==> config.mk <==
export PLATFORM = sky130hd
export DESIGN_NAME = hdmi_mode_programmer
export DESIGN_NICKNAME = d
export VERILOG_FILES = /design/src/rtl/hdmi_mode_programmer.sv
export SDC_FILE = /design/constraint.sdc
export NUM_CORES = 1
export LEC_CHECK = 0
export CAP_MARGIN = 15
export CELL_PAD_IN_SITES_DETAIL_PLACEMENT = 1
export CELL_PAD_IN_SITES_GLOBAL_PLACEMENT = 1
export CORE_MARGIN = 2
export CORE_UTILIZATION = 37
export DETAILED_ROUTE_END_ITERATION = 8
export PLACE_DENSITY = 0.82
export RECOVER_POWER = 25
export SLEW_MARGIN = 25
export SYNTH_ARGS = -nofsm -noshare
export SYNTH_HDL_FRONTEND = slang
export SYNTH_SLANG_ARGS = --single-unit
export TNS_END_PERCENT = 50
==> constraint.sdc <==
create_clock -name CLK -period 6.2 [get_ports CLK]
set_clock_uncertainty 0.15 [all_clocks]
set_input_delay 0.93 -clock CLK [delete_from_list [all_inputs] [get_ports CLK]]
set_output_delay 0.93 -clock CLK [all_outputs]
set_load 0.03 [all_outputs]
==> src/rtl/hdmi_mode_programmer.sv <==
// hdmi_mode_programmer: writes an 8-word timing set plus frame base (or base only) into the HDMI slave window.
module hdmi_mode_programmer #(
  parameter logic [9:0] C_TIMING_OFFSET = 10'h004,
  parameter logic [9:0] C_BASE_OFFSET   = 10'h00C,
  parameter int         C_WRITE_GAP     = 0
) (
  input  logic        CLK,
  input  logic        RST,
  input  logic        CFG_START,
  input  logic        FLIP_START,
  input  logic [15:0] H_ACT_START,
  input  logic [15:0] H_ACT_END,
  input  logic [15:0] V_ACT_START,
  input  logic [15:0] V_ACT_END,
  input  logic [15:0] H_SYNC_END,
  input  logic [15:0] V_SYNC_END,
  input  logic [15:0] H_TOTAL,
  input  logic [15:0] V_TOTAL,
  input  logic [31:0] FRAME_BASE,
  output logic        WE,
  output logic [9:0]  WADDR,
  output logic [31:0] WDATA,
  input  logic        WREADY,
  output logic        BUSY,
  output logic        DONE,
  output logic        ERR
);
  typedef enum logic [2:0] {IDLE, TIMING, GAP, BASE, FINISH} state_t;
  state_t state, state_n, ret, ret_n, tgt;
  logic [2:0] cnt, cnt_n;
  logic [3:0] gcnt, gcnt_n;
  logic [15:0] tw [8];
  logic [31:0] base;
  logic err_n, start, ok, acc;
  assign start = state == IDLE && (CFG_START || FLIP_START);
  // A flip only needs a valid base; a config also needs non-empty active regions.
  assign ok = FRAME_BASE[31] && ((FLIP_START && !CFG_START) ||
              (H_ACT_END > H_ACT_START && V_ACT_END > V_ACT_START));
  assign WE = state == TIMING || state == BASE;
  assign acc = WE && WREADY;
  assign WADDR = state == TIMING ? C_TIMING_OFFSET : state == BASE ? C_BASE_OFFSET : '0;
  assign WDATA = state == TIMING ? {16'h0, tw[cnt]} : state == BASE ? base : '0;
  assign BUSY = state != IDLE && state != FINISH;
  assign DONE = state == FINISH;
  always_comb begin
    tgt = state == TIMING ? (cnt == 3'd7 ? BASE : TIMING) : FINISH;
    state_n = state;
    ret_n = ret;
    cnt_n = cnt;
    gcnt_n = gcnt;
    err_n = ERR;
    case (state)
      IDLE: if (start) begin
        err_n = !ok;
        cnt_n = '0;
        state_n = !ok ? FINISH : CFG_START ? TIMING : BASE;
      end
      TIMING, BASE: if (acc) begin
        cnt_n = state == TIMING ? cnt + 3'd1 : cnt;
        ret_n = tgt;
        gcnt_n = '0;
        state_n = C_WRITE_GAP == 0 ? tgt : GAP;
      end
      GAP: begin
        gcnt_n = gcnt + 4'd1;
        state_n = gcnt == 4'(C_WRITE_GAP - 1) ? ret : GAP;
      end
      default: state_n = IDLE;
    endcase
  end
  always_ff @(posedge CLK or posedge RST) begin
    if (RST) begin
      state <= IDLE;
      ret <= IDLE;
      cnt <= '0;
      gcnt <= '0;
      ERR <= 1'b0;
    end else begin
      state <= state_n;
      ret <= ret_n;
      cnt <= cnt_n;
      gcnt <= gcnt_n;
      ERR <= err_n;
    end
  end
  // Word order matches the slave shift register: word0 ends up at index 0.
  always_ff @(posedge CLK or posedge RST) begin
    if (RST) begin
      tw <= '{default: '0};
      base <= '0;
    end else if (start) begin
      tw <= '{V_ACT_END, H_ACT_END, V_ACT_START, H_ACT_START,
              V_SYNC_END, H_SYNC_END, V_TOTAL, H_TOTAL};
      base <= FRAME_BASE;
    end
  end
endmodule

== Word-level counts from Yosys, hierarchy flattened ==
Cells that the tools add are included.
Storage, ports and cells
  register bits after elaboration: 174
  input port bits: 165
  output and inout port bits: 46
  word-level logic and storage cells: 72
Operators by class
  add/sub/neg operators: 2
  magnitude comparators: 3
  equality and inequality tests: 10
  multiplexer cells: 21
  bitwise gates (word level): 1
  reduce and logical (&&, ||, !) cells: 21
Operators by type and width (number)
  $mux 32: 2
  $bmux 16 s3: 1
  $gt 16x16->1: 2
  $mux 16: 2
  $mux 3: 8
  $mux 4: 3
  $pmux 3 s3: 1
  $pmux 4 s2: 1
  $reduce_and 2->1: 4
  $eq 3x2->1 const B: 2
  $eq 3x3->1 const B: 2
  $logic_and 1x1->1: 6
  $ne 2x2->1 const B: 3
  $pmux 3 s2: 1
  $add 4x1->4 const B: 1
  $eq 4x4->1 const B: 1
  $ge 4x4->1 const B: 1
  $mux 2: 2
  $not 3->4: 1
  $reduce_and 4->1: 1
  $reduce_bool 2->1: 2
  $add 3x1->3 const B: 1
  $eq 3x1->1 const B: 1
  $logic_not 3->1: 1
  5 further kinds: 8

== Depth between registers and ports, before layout ==
  word-level depth: 7
  depth in mapped cells: 8
  mapped depth without buffers: 8

== Worst setup path before layout ==
No wires, ideal clock.
  path type: reg2out
  start point: reg cnt[0]
  end point: out WDATA[7]
  arrival time: 1.729 ns
  path slack: 3.391 ns
  cell stages (with the launch flop): 9
  buffers on the path: 3
  path through: dfrtp_1 buf_4 buf_4 buf_4 mux4_2 nand2_1 a21oi_1 a21oi_1 nor2_1
Between the ends
  word-level cells in the longest chain between the ends: 5
RTL lines
  start: declaration: RTL line 30  | logic [2:0] cnt, cnt_n;
  start signal: assignment: RTL line 81  | cnt <= cnt_n;
  $not 3->4 (not written as such): RTL line 42  | assign WDATA = state == TIMING ? {16'h0, tw[cnt]} : state == BASE ? base : '0;
  $bmux 16 s3: RTL line 42
  $mux 16 (not written as such) (2 in a row): RTL line 42
  $mux 32: RTL line 42
  end: declaration: RTL line 22  | output logic [31:0] WDATA,
No other way between the ends. The select of a mux whose other input is x is not followed.

== Worst setup path in the final report ==
  start point: reg cnt[1]
  end point: out WDATA[5]
The elaborated chain is that of the path after synthesis.

==> flow_summary.toml <==
[routing]
wirelength_um = 28400
vias_per_cell = 5.03
drt_pass1_iterations = 4
drcViolationCount = 0
routedWlPerCell_um = 18.9
num_vias = 7567
antenna_violating_nets_post_route = 0
drt_iter0_markers = 452

[timing]
fin_crit_ns = 4.32
hold_viol_final = 0
worst_slew_pin_slew_ns = 1.01
max_slew_margin = 0.329
setup_violations = 0
fin_hold_ws_ns = 0.325
fin_setup_tns_ns = 0
timing_max_transition_violations_final = 0
rsz0062_at_grt = "false"
fin_crit_sh = 0.697
fmax_mhz = 231
layout_setup_ws_ns = 1.88

[clock_network]
clkSinkCount = 174
cts_tree = "built"
cts_setup_buffers = 0
clk_path_buf_depth = 2
cts_made_buffers = 17
ctsHoldBuffers = 0
clock_latency_ns = 0.43
ctsResizeCount = 0
cts_root_buffer = "clkbuf_16"
clk_pin_slew_worst_paths_ns = 0.07
htree_levels = 4

[logic_synthesis]
syn_area_um2 = 8810
yosysWarnings = 0
yosys.area.top_type = "dfrtp_1"
ys_seq_elements = 174
synth.yosys.seq_area_share = 0.494
async_flop_share = 1.00
synth_cells = 1004
ys_types = 40
dominantRegCellSynth = "dfrtp_1"
synth_area_leaders = "dfrtp_1, nand2_1, mux4_2"
synth_top_area_frac = 0.494
avgSynthCellArea_um2 = 8.77
synth_edf_count = 0

[power_and_ir_drop]
p_leak_nw = 5.57
p_comb_frac = 0.374
vdd_ir_drop_max_mv = 0.235
power.switching_mw = 2.09
p_seq_frac = 0.411
swShare = 0.402
clkPwrFrac = 0.216
power_density_nw_per_um2 = 449
internal_power_mw = 3.12

[cells_and_area]
final_common_cell = "nand2_1"
area_growth_pct = 31.8
mostFrequentLayoutCells = "nand2_1, clkdlybuf4s50_1, dfrtp_1, a21oi_1, inv_1"
n_fill_cell = 2742
antenna_cells = 0
nNetsFinal = 1374
finalNonFillerCells = 1505
fin_util = 0.496
drive_gt1_frac = 0.0691

[die]
num_rows = 56
core-area_um2 = 23400
dieArea_um2 = 25100
die_x_um = 158
die_height_um = 158
start_util = 0.376
io_pins = 211

[worst_setup_path]
critPathKind = "reg2out"
worstPathRequired_ns = 5.12
critPathMaxFanout = 34
worstPathArrival_ns = 3.24
endpoint_kind = "output port"
start_kind = "flop"

[global_routing]
antenna_found_initial = 0
grt_pass1_wl_um = 44600
gr-total-overflow = 0
grt_max_degree = 105
grt_usage = 0.235
grt_pass1_vias = 8317

[job]
drv_cap = 0

[placement]
place_inst = 1474
dp_slack_ns = 2.29
dp_hpwl_um = 20400
gp_congestion = 0.805
portBuffers = 202

[min_path]
worstHoldPathType = "reg2reg"

[run_status]
status = "completed"
per-layer routing:
layer,global-route usage,vias to the layer above,wire (µm)
met1,0.287,3766,11700
met3,0.0474,39,1460
met4,0.0776,0,658
met2,0.417,179,14600
met5,0,-,0
li1,-,3583,-
cell families (layout without fill, tap and decap cells):
family | Yosys count | count (layout) | share of synthesized area
AOI/OAI and AO/OA | 120 | 120 | 0.0759
adders and majority gates | 35 | 35 | 0.0497
buffers and inverters | 107 | 282 | 0.0561
DFF | 174 | 174 | 0.494
muxes | 32 | 32 | 0.0818
other | 1 | 8 | 0.000426
and+or+nand+nor | 535 | 535 | 0.242
stage by stage:
stage               cell area [µm²]  total power, mW
detailed placement            11000             4.09
CTS                           11600             5.26
floorplan                      8830             3.38
finish                        11600             5.21
global route                  11600             5.59
global placement              11000             3.97
final timing paths:
path / from / depth (start not counted) / slack [ns] / end
max: cnt[1] / 6 / 1.88 / WDATA[5]
min: tw[110] / 2 / 0.32 / tw[110]
max reg2reg: state[1] / 8 / 3.08 / tw[2]
min reg2reg: tw[110] / 2 / 0.32 / tw[110]
max in group asynchronous: RST / 3 / 3.89 / tw[49]
min in group asynchronous: RST / 2 / 0.97 / tw[88]
power by group through the flow:
stage	registers [mW]	clock network, mW	logic, mW
after global placement	2.11	0	1.86
after CTS	2.14	1.14	1.98
after detailed placement	2.14	0	1.95
after floorplan	1.90	0	1.48
after global routing	2.21	1.19	2.19
final	2.14	1.13	1.95
Yosys cell counts, types with 3 or more instances:
cell	count
nand2_1	463
dfrtp_1	174
a21oi_1	56
inv_1	40
ha_1	35
mux4_2	32
o21ai_1	30
buf_2	26
nor2_1	25
clkbuf_1	19
and3_1	17
o21ai_0	15
buf_4	14
nand3_1	7
nand4_1	6
buf_1	5
a21o_1	4
nand2b_1	4
nor3_1	4
a211oi_1	3
nor2b_1	3
area by class of cell:
class,count,area (µm²),share of cell area
inverters,42,165,0.0142
flip-flops and latches,174,4360,0.376
repair buffers,209,2070,0.179
multi-input cells,730,4000,0.344
clock buffers,17,425,0.0366
well taps,319,399,0.0344
clock inverters,14,185,0.0160
critical path, stage by stage, from the launching register on:
cell and delay [ns]:
dfrtp_2 1.03, mux4_2 0.66, nand2_1 0.13, a21oi_1 0.10, a21oi_1 0.17, nor2_1 0.06, clkdlybuf4s50_1 0.64
state kept, by name, indices dropped and copies added, names as in the netlist:
register  count
base         32
state         3
cnt           3
ret           3
ERR           1
tw          128
gcnt          4
No activity file was read; power rests on OpenSTA's default activity.
